===== config.mk =====
export PLATFORM = sky130hd
export DESIGN_NAME = pc_fetch
export DESIGN_NICKNAME = d
export VERILOG_FILES = /design/src/rtl/cpu_pkg.sv /design/src/rtl/next_pc_mux.sv /design/src/rtl/pc_fetch.sv
export SDC_FILE = /design/constraint.sdc
export NUM_CORES = 1
export LEC_CHECK = 0
export ABC_AREA = 1
export CAP_MARGIN = 20
export CORE_ASPECT_RATIO = 0.8
export CORE_UTILIZATION = 35
export DETAILED_ROUTE_END_ITERATION = 6
export GPL_TIMING_DRIVEN = 0
export SYNTH_ARGS = -nofsm -noshare
export SYNTH_HDL_FRONTEND = slang
export SYNTH_SLANG_ARGS = --single-unit

===== constraint.sdc =====
create_clock -name CLK -period 3.3 [get_ports CLK]
set_input_delay 0.66 -clock CLK [delete_from_list [all_inputs] [get_ports CLK]]
set_output_delay 0.66 -clock CLK [all_outputs]
set_load 0.02 [all_outputs]

===== src/rtl/cpu_pkg.sv =====
// Shared encodings and width constants for the fetch path of the single-cycle CPU.
package cpu_pkg;

    localparam int WORD_W = 32;

    typedef enum logic [1:0] {
        PCSRC_SEQ = 2'b00,
        PCSRC_BR  = 2'b01,
        PCSRC_JR  = 2'b10,
        PCSRC_J   = 2'b11
    } pcsrc_e;

    typedef enum logic [1:0] {
        S_INIT  = 2'b00,
        S_RUN   = 2'b01,
        S_HALT  = 2'b10,
        S_FAULT = 2'b11
    } state_e;

endpackage


===== src/rtl/next_pc_mux.sv =====
// Combinational next-PC selection plus the alignment/range fault check on the chosen target.
module next_pc_mux
    import cpu_pkg::*;
#(
    parameter int IMEM_BYTES = 128
) (
    input  logic [WORD_W-1:0] pc,
    input  logic [1:0]        pc_src,
    input  logic [WORD_W-1:0] imm,
    input  logic [25:0]       jaddr,
    input  logic [WORD_W-1:0] reg_addr,
    output logic [WORD_W-1:0] target,
    output logic              fault
);

    localparam logic [WORD_W-1:0] LIMIT = WORD_W'(IMEM_BYTES);

    logic [WORD_W-1:0] pc4;
    logic [WORD_W-1:0] branch_target;
    logic [WORD_W-1:0] jump_target;

    assign pc4           = pc + 32'd4;
    assign branch_target = pc4 + {imm[29:0], 2'b00};
    assign jump_target   = {pc4[31:28], jaddr, 2'b00};

    always_comb begin
        target = pc4;
        case (pcsrc_e'(pc_src))
            PCSRC_SEQ: target = pc4;
            PCSRC_BR:  target = branch_target;
            PCSRC_JR:  target = reg_addr;
            PCSRC_J:   target = jump_target;
            default:   target = pc4;
        endcase
    end

    // A wrapped PC+4 lands at 0 only from 0xFFFF_FFFC, which is already out of range.
    assign fault = (target[1:0] != 2'b00) || (target >= LIMIT);

endmodule


===== src/rtl/pc_fetch.sv =====
// Program counter, fetch sequencing FSM and retired-fetch counter feeding instMem.
module pc_fetch
    import cpu_pkg::*;
#(
    parameter logic [31:0] RESET_ADDR = 32'h0000_0000,
    parameter int          IMEM_BYTES = 128
) (
    input  logic        CLK,
    input  logic        Reset,
    input  logic        PCWre,
    input  logic [1:0]  PCSrc,
    input  logic [31:0] Imm,
    input  logic [25:0] JAddr,
    input  logic [31:0] RegAddr,
    input  logic        Halt,
    output logic [31:0] IAddr,
    output logic [31:0] PC4,
    output logic        Fault,
    output logic [1:0]  State,
    output logic [31:0] InstCount
);

    state_e            state_reg, state_next;
    logic [WORD_W-1:0] pc_reg, pc_next;
    logic [WORD_W-1:0] count_reg, count_next;
    logic              fault_reg, fault_next;

    logic [WORD_W-1:0] target;
    logic              target_fault;

    next_pc_mux #(
        .IMEM_BYTES(IMEM_BYTES)
    ) u_next_pc_mux (
        .pc       (pc_reg),
        .pc_src   (PCSrc),
        .imm      (Imm),
        .jaddr    (JAddr),
        .reg_addr (RegAddr),
        .target   (target),
        .fault    (target_fault)
    );

    always_ff @(posedge CLK) begin
        if (Reset) begin
            state_reg <= S_INIT;
            pc_reg    <= RESET_ADDR;
            count_reg <= '0;
            fault_reg <= 1'b0;
        end else begin
            state_reg <= state_next;
            pc_reg    <= pc_next;
            count_reg <= count_next;
            fault_reg <= fault_next;
        end
    end

    // Priority in RUN: halt, then stall, then fault, then commit the target.
    always_comb begin
        state_next = state_reg;
        pc_next    = pc_reg;
        count_next = count_reg;
        fault_next = fault_reg;
        case (state_reg)
            S_INIT: state_next = S_RUN;
            S_RUN: begin
                if (Halt) begin
                    state_next = S_HALT;
                end else if (!PCWre) begin
                    state_next = S_RUN;
                end else if (target_fault) begin
                    state_next = S_FAULT;
                    fault_next = 1'b1;
                end else begin
                    pc_next    = target;
                    count_next = count_reg + 32'd1;
                end
            end
            S_HALT:  state_next = S_HALT;
            S_FAULT: state_next = S_FAULT;
            default: state_next = S_INIT;
        endcase
    end

    assign IAddr     = pc_reg;
    assign PC4       = pc_reg + 32'd4;
    assign Fault     = fault_reg;
    assign State     = state_reg;
    assign InstCount = count_reg;

endmodule


---- After elaboration in Yosys (flattened, before gate mapping) ----
Cells that the tools add are included.
operators by class
  add/subtract/negate cells ............... 3
  reductions and logical operators ........ 6
  $lt $le $gt $ge ......................... 1
  muxes and demuxes ....................... 5
  bitwise gates (word level) .............. 2
  equal/unequal tests ..................... 7
operators by type and width
  kind                   number
  $pmux 32 s4            1
  $add 32x1->32 const B  1
  $add 32x3->32 const B  1
  $add 32x32->32         1
  $ge 32x8->1 const B    1
  $eq 2x2->1 const B     4
  $pmux 2 s4             1
  $reduce_and 4->1       2
  $mux 2                 3
  $eq 2x1->1 const B     2
  $logic_not 2->1        2
  $ne 4x4->1 const B     1
  $not 1->1              2
  $reduce_bool 2->1      1
  $logic_or 1x1->1       1
word-level totals
  bits in registers ....................... 67
  input bits .............................. 96
  logic and storage cells ................. 28
  output and inout bits ................... 99

---- Logic depth before layout (Yosys ltp) ----
Gate-level depths: netlist (run 1).
  depth in word-level cells ............... 9
  mapped depth ............................ 33
  mapped depth without buffers ............ 32

---- By module ----
From an unflattened synthesis (run 1), not the netlist that was laid out.
second synthesis, totals
  cell total of the unflattened synthesis .. 1435
  area total of the unflattened synthesis .. 8055.2 um^2
modules (own cells, without submodules)
  module       times used  cells an instance  area an instance (um^2)  sequential area each (um^2)
  next_pc_mux  1           859                4241.6                   0.0
  pc_fetch     1           576                3813.7                   1341.3

---- Worst setup path before layout (run 1) ----
No wires, ideal clock.
  kind .................................... reg-to-reg
  start point ............................. reg pc_reg[2] (netlist: IAddr[2])
  end point ............................... reg count_reg[27] (netlist: InstCount[27])
  arrival time ............................ 3757 ps
  cell stages (with the launch flop) ...... 30
  clock period less this slack ............ 3867 ps
  slack ................................... -567 ps
  required time ........................... 3190 ps
  path buffers ............................ 2
  library setup time ...................... 110 ps
  cell sequence ........................... dfxtp_1 -> ha_1 -> nand2_1 -> inv_2 -> nand3_1 -> nor2_4 -> nand2_4 -> nor2_2 -> nand2_1 -> or2_2 -> nand2_1 -> ha_1 -> nand2_1 -> inv_1 -> a21oi_1 -> nand2_1 -> inv_1 -> nand4_1 -> nand3_1 -> nand2_1 -> nand2_1 -> nand2_1 -> nor2_1 -> nand3_2 -> nor2_4 -> buf_6 -> buf_4 -> nand4_1 -> nand2_1 -> nor2_1
on the way
  word-level cells in the longest chain between the ends .. 7
RTL lines
  what                                   line               RTL
  from (decl)                            pc_fetch.sv:24     logic [WORD_W-1:0] pc_reg, pc_next;
  from (signal assigned)                 pc_fetch.sv:51     pc_reg <= pc_next;
  $add 32x3->32 (*)                      -
  net PC4[22]                            pc_fetch.sv:17     output logic [31:0] PC4,
  $add 32x32->32                         next_pc_mux.sv:23  assign branch_target = pc4 + {imm[29:0], 2'b00};
  $pmux 32 s4 (*)                        next_pc_mux.sv:28  case (pcsrc_e'(pc_src))
  $ge 32x8->1 (*)                        next_pc_mux.sv:38  assign fault = (target[1:0] != 2'b00) || (target >= LIMIT);
  $logic_or 1x1->1 (*)                   next_pc_mux.sv:38
  $not 1->1 (no source line) (*)         -
  $reduce_and 4->1 (no source line) (*)  -
  to (signal assigned)                   pc_fetch.sv:52     count_reg <= count_next;
  to (decl)                              pc_fetch.sv:25     logic [WORD_W-1:0] count_reg, count_next;
The timed path passes the listed nets; every way through them passes the cells marked *.
A chain may end at the register's enable or synchronous reset.

---- Worst setup path in the final report (run 1) ----
  start point ............................. reg pc_reg[4] (netlist: IAddr[4])
  end point ............................... reg count_reg[18] (netlist: InstCount[18])
on the way
  word-level cells in the longest chain between the ends .. 7
RTL lines
  what                                   line               RTL
  $add 32x3->32 (*)                      next_pc_mux.sv:22  assign pc4 = pc + 32'd4;
  $add 32x32->32                         next_pc_mux.sv:23
  $pmux 32 s4 (*)                        next_pc_mux.sv:28
  $ge 32x8->1 (*)                        next_pc_mux.sv:38
  $logic_or 1x1->1 (*)                   next_pc_mux.sv:38
  $not 1->1 (no source line) (*)         -
  $reduce_and 4->1 (no source line) (*)  -
Mark *: on every way between the ends. The rest lies on a longest branch, timed or not.

==> impl_metrics.csv, run 1 <==
group,metric,value,unit
timing,finClkSkew,0.00605,ns
floorplanning,rows,46,
clocking,cts.clk_slew.worst_paths,0.06,ns
power_and_ir_drop,seqPwrFrac,34.3,%
min_path,min_path_type,"register to register",
routing,drtIter0Drc,673,
routing,avgRoutedWirePerCell,16.4,um
setup_path,path_common_cell,"nand2_1",
placement,placed_cells_incl_taps,1766,
timing,slew_violations,0,
floorplanning,start_util,36.3,%
clocking,clk_latency,0.34,ns
timing,worst_slack,-0.720,ns
placement,io_buffers,190,
global_routing,gr-total-overflow,0,
floorplanning,dieWidth,163,um
finish,syn_to_final_growth,56.7,%
routing,antenna_left,0,
floorplanning,pin_count,195,
timing,worst_pin_slew,0.737,ns
setup_path,slowest_delay,0.40,ns
setup_path,critPathSlowestCell,"dfxtp_4",
power_and_ir_drop,p_clk_share,44.6,%
timing,rsz0062_at_grt,"true",
setup_path,required,3.53,ns
power_and_ir_drop,total_power,2.35,mW
finish,multi_input_area,0.00578,sq mm
timing,max_slew_margin,50.5,%
setup_path,endpoint_kind,"register",
clocking,clock_path_buffers,2,
setup_path,crit_path_max_fanout,9,
timing,setup_violations,66,
finish,drive_above_1_share,21.1,%
yosys,synth_area_leaders,"nand2_1 (23%), dfxtp_1 (18%), inv_1 (13%)",
setup_path,cp.buffers_inverters,3,
floorplanning,die_height,131,um
finish,fill_cells,1960,
timing,fin_crit_sh,122,%
timing,final-hold-violation-count,0,
clocking,ctsHoldBuffers,0,
power_and_ir_drop,switching_share,28.0,%
placement,dpl.hpwl,23.6,mm
outcome,violations,"negative setup slack",
yosys,ys.flop_type,"dfxtp_1",
setup_path,cp.arrival,4.25,ns
clocking,cts_sinks,67,
global_routing,grt_max_degree,14,
finish,fin_cells,1834,
timing,setup_tns,-43.83,ns
yosys,synth_top_area_cell,"nand2_1",
clocking,numCtsBuffers,9,
yosys,syn-num-nets,1443,
yosys,ys_seq_elements,67,
yosys,synth_top_area_share,23.3,%
clocking,cts_htree_levels,3,
yosys,synth.avg_cell_area,5.55,sq um
floorplanning,core_area,0.0201,sq mm
yosys,yosysUniqueCellTypes,43,
yosys,synth-seq-area-share,18.4,%
global_routing,grt_pass1_wl,46.4,mm
floorplanning,dieArea,0.0214,sq mm
setup_path,crit_chain,"nand3_4 -> nor2_4 -> nand3_4 -> xor2_2 -> inv_1 -> ha_1 -> nand2_2 -> inv_1 -> nand2_1 -> nand2_1 -> a21oi_2 -> nand2_2 -> nand2_1 -> nand2_1 -> nor2_1 -> o21bai_1 -> nor2_1 -> nand4_1 -> nor2_4 -> nand2_4 -> buf_4 -> o21ai_0 -> nor2_1",
setup_path,path_delay_family,"simple AND/OR/NAND/NOR gates",
timing,min_period,4.02,ns
finish,antenna_cells,0,
routing,wirelength,30.0,mm
setup_path,cp-start-kind,"register",
clocking,root_buffer,"clkbuf_16",
power_and_ir_drop,switching_power,0.659,mW
setup_path,path_class,"register to register",
timing,fmax,249,MHz
yosys,syn_inst,1312,
yosys,postSynth.asyncResetShare,0,%
outcome,status,"complete, but fails checks",
power_and_ir_drop,combinationalPowerShare,21.1,%
clocking,cts_tree,"done",
routing,first_pass_iters,5,
yosys,synth_edf_count,0,
global_routing,grt_usage,28.2,%
yosys,yosys_warnings,0,
job,cap_viol_max_count,0,
global_routing,antenna_found_initial,0,
routing,drc,0,
finish,ff_latch_area,0.00139,sq mm
power_and_ir_drop,p_per_area,206,mW/mm^2
power_and_ir_drop,power.leakage,5.34,nW
finish,utilization,56.8,%
power_and_ir_drop,worst_ir_drop_vdd,241,uV
finish,layout.nets,1696,
yosys,syn_area,0.00728,sq mm
routing,vias,9227,
power_and_ir_drop,cellInternalPower,1.70,mW
placement,place.gp.congestion,1.03,
global_routing,grt_pass1_vias,8544,
routing,avgViaCountPerCell,5.03,
==> power by group through the flow <==
stage,clock network [mW],registers (mW),logic [mW]
finish,1.05,0.807,0.497
global route,1.09,0.807,0.534
CTS,1.06,0.808,0.474
detailed placement,0,0.831,0.431
global placement,0,0.831,0.429
floorplan,0,0.834,0.219
==> cells by family (layout without fill, tap and decap cells) <==
logic type / count (synthesis) / after routing / share of synthesized area, %
AO/OA/AOI/OAI: 80 / 80 / 6.85
flip-flops: 67 / 67 / 18.4
adder cells (fa/ha/maj): 35 / 35 / 6.12
XOR/XNOR: 13 / 13 / 1.56
AND/OR/NAND/NOR: 834 / 834 / 51.3
buffers and inverters: 283 / 541 / 15.7
==> cell usage in the layout, fill, tap and decap left out, types with 6 or more instances in the layout <==
master | netlist | final
nand2_1 | 452 | 397
inv_1 | 243 | 223
clkdlybuf4s50_1 | 0 | 188
nand3_1 | 117 | 103
nor2_1 | 129 | 102
dfxtp_1 | 67 | 48
buf_4 | 4 | 47
nand2_2 | 4 | 44
nand4_1 | 40 | 40
nand3_2 | 24 | 33
ha_4 | 0 | 23
nor2_4 | 6 | 22
inv_2 | 4 | 22
nor3_1 | 25 | 19
o21ai_0 | 26 | 17
a21oi_1 | 25 | 17
nand2_4 | 1 | 16
nor2_2 | 5 | 16
a221oi_1 | 16 | 16
nand3b_1 | 13 | 13
buf_2 | 15 | 11
ha_1 | 34 | 11
dfxtp_2 | 0 | 10
clkbuf_16 | 0 | 10
dfxtp_4 | 0 | 9
o21ai_1 | 1 | 8
clkbuf_1 | 7 | 8
buf_6 | 2 | 8
xor2_2 | 0 | 6
a21oi_2 | 0 | 6
buf_1 | 6 | 6
==> Yosys cell counts, types with 2 or more instances <==
cell type and count:
nand2_1 452, inv_1 243, nor2_1 129, nand3_1 117
dfxtp_1 67, nand4_1 40, ha_1 34, o21ai_0 26
a21oi_1 25, nor3_1 25, nand3_2 24, a221oi_1 16
buf_2 15, nand3b_1 13, xor2_1 10, clkbuf_1 7
buf_1 6, nor2_4 6, a22o_1 5, and2_1 5
nor2_2 5, buf_4 4, inv_2 4, nand2_2 4
or2_2 4, nor3_2 3, xnor2_1 3, buf_12 2
buf_6 2, nor4_1 2, o21ai_2 2
==> path summary, 6_finish.rpt <==
check                                endpoint      from  slack [ns]  cells after the start
worst max register to register  InstCount[18]  IAddr[4]       -0.72                     23
worst min-delay path                    Fault     Fault        0.48                      2
worst min register to register          Fault     Fault        0.48                      2
worst max-delay path            InstCount[18]  IAddr[4]       -0.72                     23
==> flip-flops by register name, indices dropped and copies added (netlist names) <==
register	flops
IAddr	32
InstCount	32
State	2
Fault	1
==> stage by stage <==
stage / hold slack (ns) / setup WS [ns] / area [sq um]
floorplan: 0.504 / -0.0848 / 7610
global placement: 0.466 / -0.970 / 9850
detailed placement: 0.466 / -1.00 / 9850
CTS: 0.482 / -0.579 / 11200
global route: 0.493 / -0.968 / 11400
finish: 0.483 / -0.720 / 11400
==> worst reg2reg max path: stages, from the launching register on <==
cell and delay, ns:
dfxtp_4 0.40, nand3_4 0.11, nor2_4 0.19, nand3_4 0.14, xor2_2 0.23, inv_1 0.10
ha_1 0.39, nand2_2 0.18, inv_1 0.06, nand2_1 0.06, nand2_1 0.15, a21oi_2 0.20
nand2_2 0.13, nand2_1 0.09, nand2_1 0.08, nor2_1 0.10, o21bai_1 0.07, nor2_1 0.17
nand4_1 0.23, nor2_4 0.23, nand2_4 0.15, buf_4 0.21, o21ai_0 0.17, nor2_1 0.07
==> per-layer routing <==
metal	vias to the layer above	track usage (%)	wire (um)
met5	-	0	0
met4	0	4.84	368
met3	29	6.60	3030
met2	393	41.8	12000
met1	4178	41.3	14600
li1	4627	-	-
==> cell type report <==
type | instances | area share [%]
sequential | 67 | 12.2
tap | 264 | 2.89
multi-input combinational | 962 | 50.7
timing repair buffer | 243 | 21.0
clock inverter | 6 | 0.800
clock buffer | 10 | 2.01
buffer | 35 | 2.23
inverter | 247 | 8.26
==> repair_timing <==
item / in CTS / in global routing
cloned: 4 / 1
buffers inserted: 38 / 12
setup endpoints to repair: 68 / 66
pin swaps: 30 / 50
resized for setup: 139 / 51
No activity file was read; power rests on OpenSTA's default activity.
==> run 2, diff against run 1 <==
--- a/config.mk
+++ b/config.mk
@@ -6,6 +6,7 @@
 export NUM_CORES = 1
 export LEC_CHECK = 0
 export ABC_AREA = 1
+export ABC_CLOCK_PERIOD_IN_PS = 4800
 export CAP_MARGIN = 20
 export CORE_ASPECT_RATIO = 0.8
 export CORE_UTILIZATION = 35
==> constraint.sdc (replaced) <==
create_clock -name CLK -period 4.8 [get_ports CLK]
set_input_delay 0.96 -clock CLK [delete_from_list [all_inputs] [get_ports CLK]]
set_output_delay 0.96 -clock CLK [all_outputs]
set_load 0.02 [all_outputs]
==> run 2 against run 1 <==
Worst setup slack improved by 1.0 ns. Register-to-register slack improved by 1.0 ns. Clock skew rose by 0.00063 ns. Power fell by 38%. Cell area fell by 14%. Worst hold slack got worse by 0.0092 ns. The flow now finishes without violations. Utilization fell by 7.7 points.
==> impl_metrics.csv, run 2 (same netlist as run 1, synthesis figures left out) <==
group,metric,value,unit
clocking,cts.clk_slew.worst_paths,0.05,ns
global_routing,grt_max_degree,12,
routing,wl_met3,2.24,mm
power_and_ir_drop,total_power,1.45,mW
placement,placed_cells_incl_taps,1766,
finish,layout.nets,1645,
routing,wirelength,28.9,mm
clocking,clock_path_buffers,2,
clocking,cts_sinks,67,
timing,setup_tns,0,ns
setup_path,critPathSlowestCell,"dfxtp_2",
floorplanning,start_util,36.3,%
placement,io_buffers,190,
finish,final_cell_mix,"nand2_1 (450), inv_1 (242), clkdlybuf4s50_1 (190)",
timing,final-hold-violation-count,0,
routing,drc,0,
routing,avgViaCountPerCell,5.04,
floorplanning,core_area,0.0201,sq mm
routing,vias,8976,
setup_path,endpoint_kind,"register",
finish,fin_cells,1782,
floorplanning,die_height,131,um
routing,avgRoutedWirePerCell,16.2,um
power_and_ir_drop,power.leakage,4.79,nW
setup_path,ff2ff_path_depth,29,
clocking,root_buffer,"clkbuf_16",
power_and_ir_drop,worst_ir_drop_vdd,132,uV
finish,drive_above_1_share,6.98,%
job,cap_viol_max_count,0,
routing,top_layer,"met4",
setup_path,required,5.02,ns
setup_path,cp-start-kind,"register",
min_path,min_path_type,"register to register",
setup_path,path_delay_family,"simple AND/OR/NAND/NOR gates",
finish,final_common_cell,"nand2_1",
setup_path,path_common_cell,"nand2_1",
setup_path,cp.arrival,4.70,ns
timing,fmax,223,MHz
clocking,numCtsBuffers,9,
global_routing,grt_usage,26.7,%
setup_path,r2r_end,"InstCount[22]",
floorplanning,dieArea,0.0214,sq mm
timing,setup_violations,0,
floorplanning,rows,46,
timing,hold_slack,0.474,ns
timing,finClkSkew,0.00667,ns
setup_path,path_class,"register to register",
setup_path,r2r_slack,0.32,ns
setup_path,cp.buffers_inverters,4,
min_path,min_to,"Fault",
routing,antenna_left,0,
global_routing,grt_pass1_wl,43.5,mm
outcome,status,"completed",
power_and_ir_drop,p_per_area,147,mW/mm^2
timing,min_period,4.48,ns
global_routing,antenna_found_initial,0,
clocking,cts_tree,"done",
placement,dpl.hpwl,24.0,mm
placement,place.gp.congestion,0.949,
floorplanning,dieWidth,163,um
routing,drtIter0Drc,809,
finish,syn_to_final_growth,35.4,%
placement,placed_area,0.00952,sq mm
routing,wl_met2,11.1,mm
min_path,hp-start,"Fault",
setup_path,r2r-start,"IAddr[2]",
timing,slew_violations,0,
clocking,ctsHoldBuffers,0,
clocking,cts_htree_levels,3,
finish,fin_area,0.00986,sq mm
routing,wl_met1,15.1,mm
floorplanning,pin_count,195,
finish,fill_cells,2120,
global_routing,gr-total-overflow,0,
routing,first_pass_iters,6,
timing,max_slew_margin,50.2,%
setup_path,slowest_delay,0.40,ns
min_path,hold_depth,2,
timing,fin_crit_sh,93.4,%
timing,worst_pin_slew,0.748,ns
clocking,clk_latency,0.33,ns
setup_path,crit_path_max_fanout,10,
finish,antenna_cells,0,
global_routing,grt_pass1_vias,7952,
==> run 2: power by group <==
part           internal, mW  leakage [nW]  total, mW  switching (mW)
sequential            0.558         0.542      0.560         0.00184
combinational         0.131          4.12      0.291           0.160
clock                 0.357         0.130      0.601           0.243
total                  1.05          4.79       1.45           0.406
==> run 2: per-stage QoR <==
step / setup WS, ns / utilization, %
floorplan: 0.933 / -
global placement: -0.0223 / 47.4
detailed placement: -0.0549 / 47.4
CTS: 0.0543 / 48.7
global route: -0.00560 / 49.1
finish: 0.316 / 49.1
==> run 2: cell type report <==
class                      instances  area (sq um)  share of cell area (%)
buffer                            36           223                    2.26
clock buffer                      10           239                    2.42
clock inverter                     5          30.0                   0.305
inverter                         247           931                    9.44
multi-input combinational        962          4850                    49.2
sequential                        67          1350                    13.6
tap                              264           330                    3.35
timing repair buffer             191          1910                    19.4
==> run 2: tightest hold or removal path, delay by kind of cell, from the launching register on <==
family	cells	cell delay, ns
AO/OA/AOI/OAI	1	0.05
buffers and inverters	1	0.05
flip-flops	1	0.32
==> run 2: routing by layer <==
layer  GRT usage (%)  vias to the layer above
met5               0                        -
met4            5.33                        0
met3            4.17                       28
met2            37.8                      349
met1            41.5                     4083
li1                -                     4516
==> run 2: worst max-delay path by stage <==
stage              start  depth (start not counted)             to
2_1_floorplan   IAddr[2]                         29  InstCount[27]
3_3_place_gp   IAddr[11]                         26   InstCount[6]
3_5_place_dp    IAddr[2]                         31   InstCount[6]
4_1_cts         IAddr[2]                         31   InstCount[6]
5_1_grt         IAddr[2]                         31   InstCount[6]
6_report        IAddr[2]                         29  InstCount[22]
==> run 2: timing repair <==
action                     in CTS  in global routing
cloned                          0                  0
setup endpoints to repair       6                 65
pin swaps                       0                  1
resized for setup               2                 17
setup buffers                   0                  1
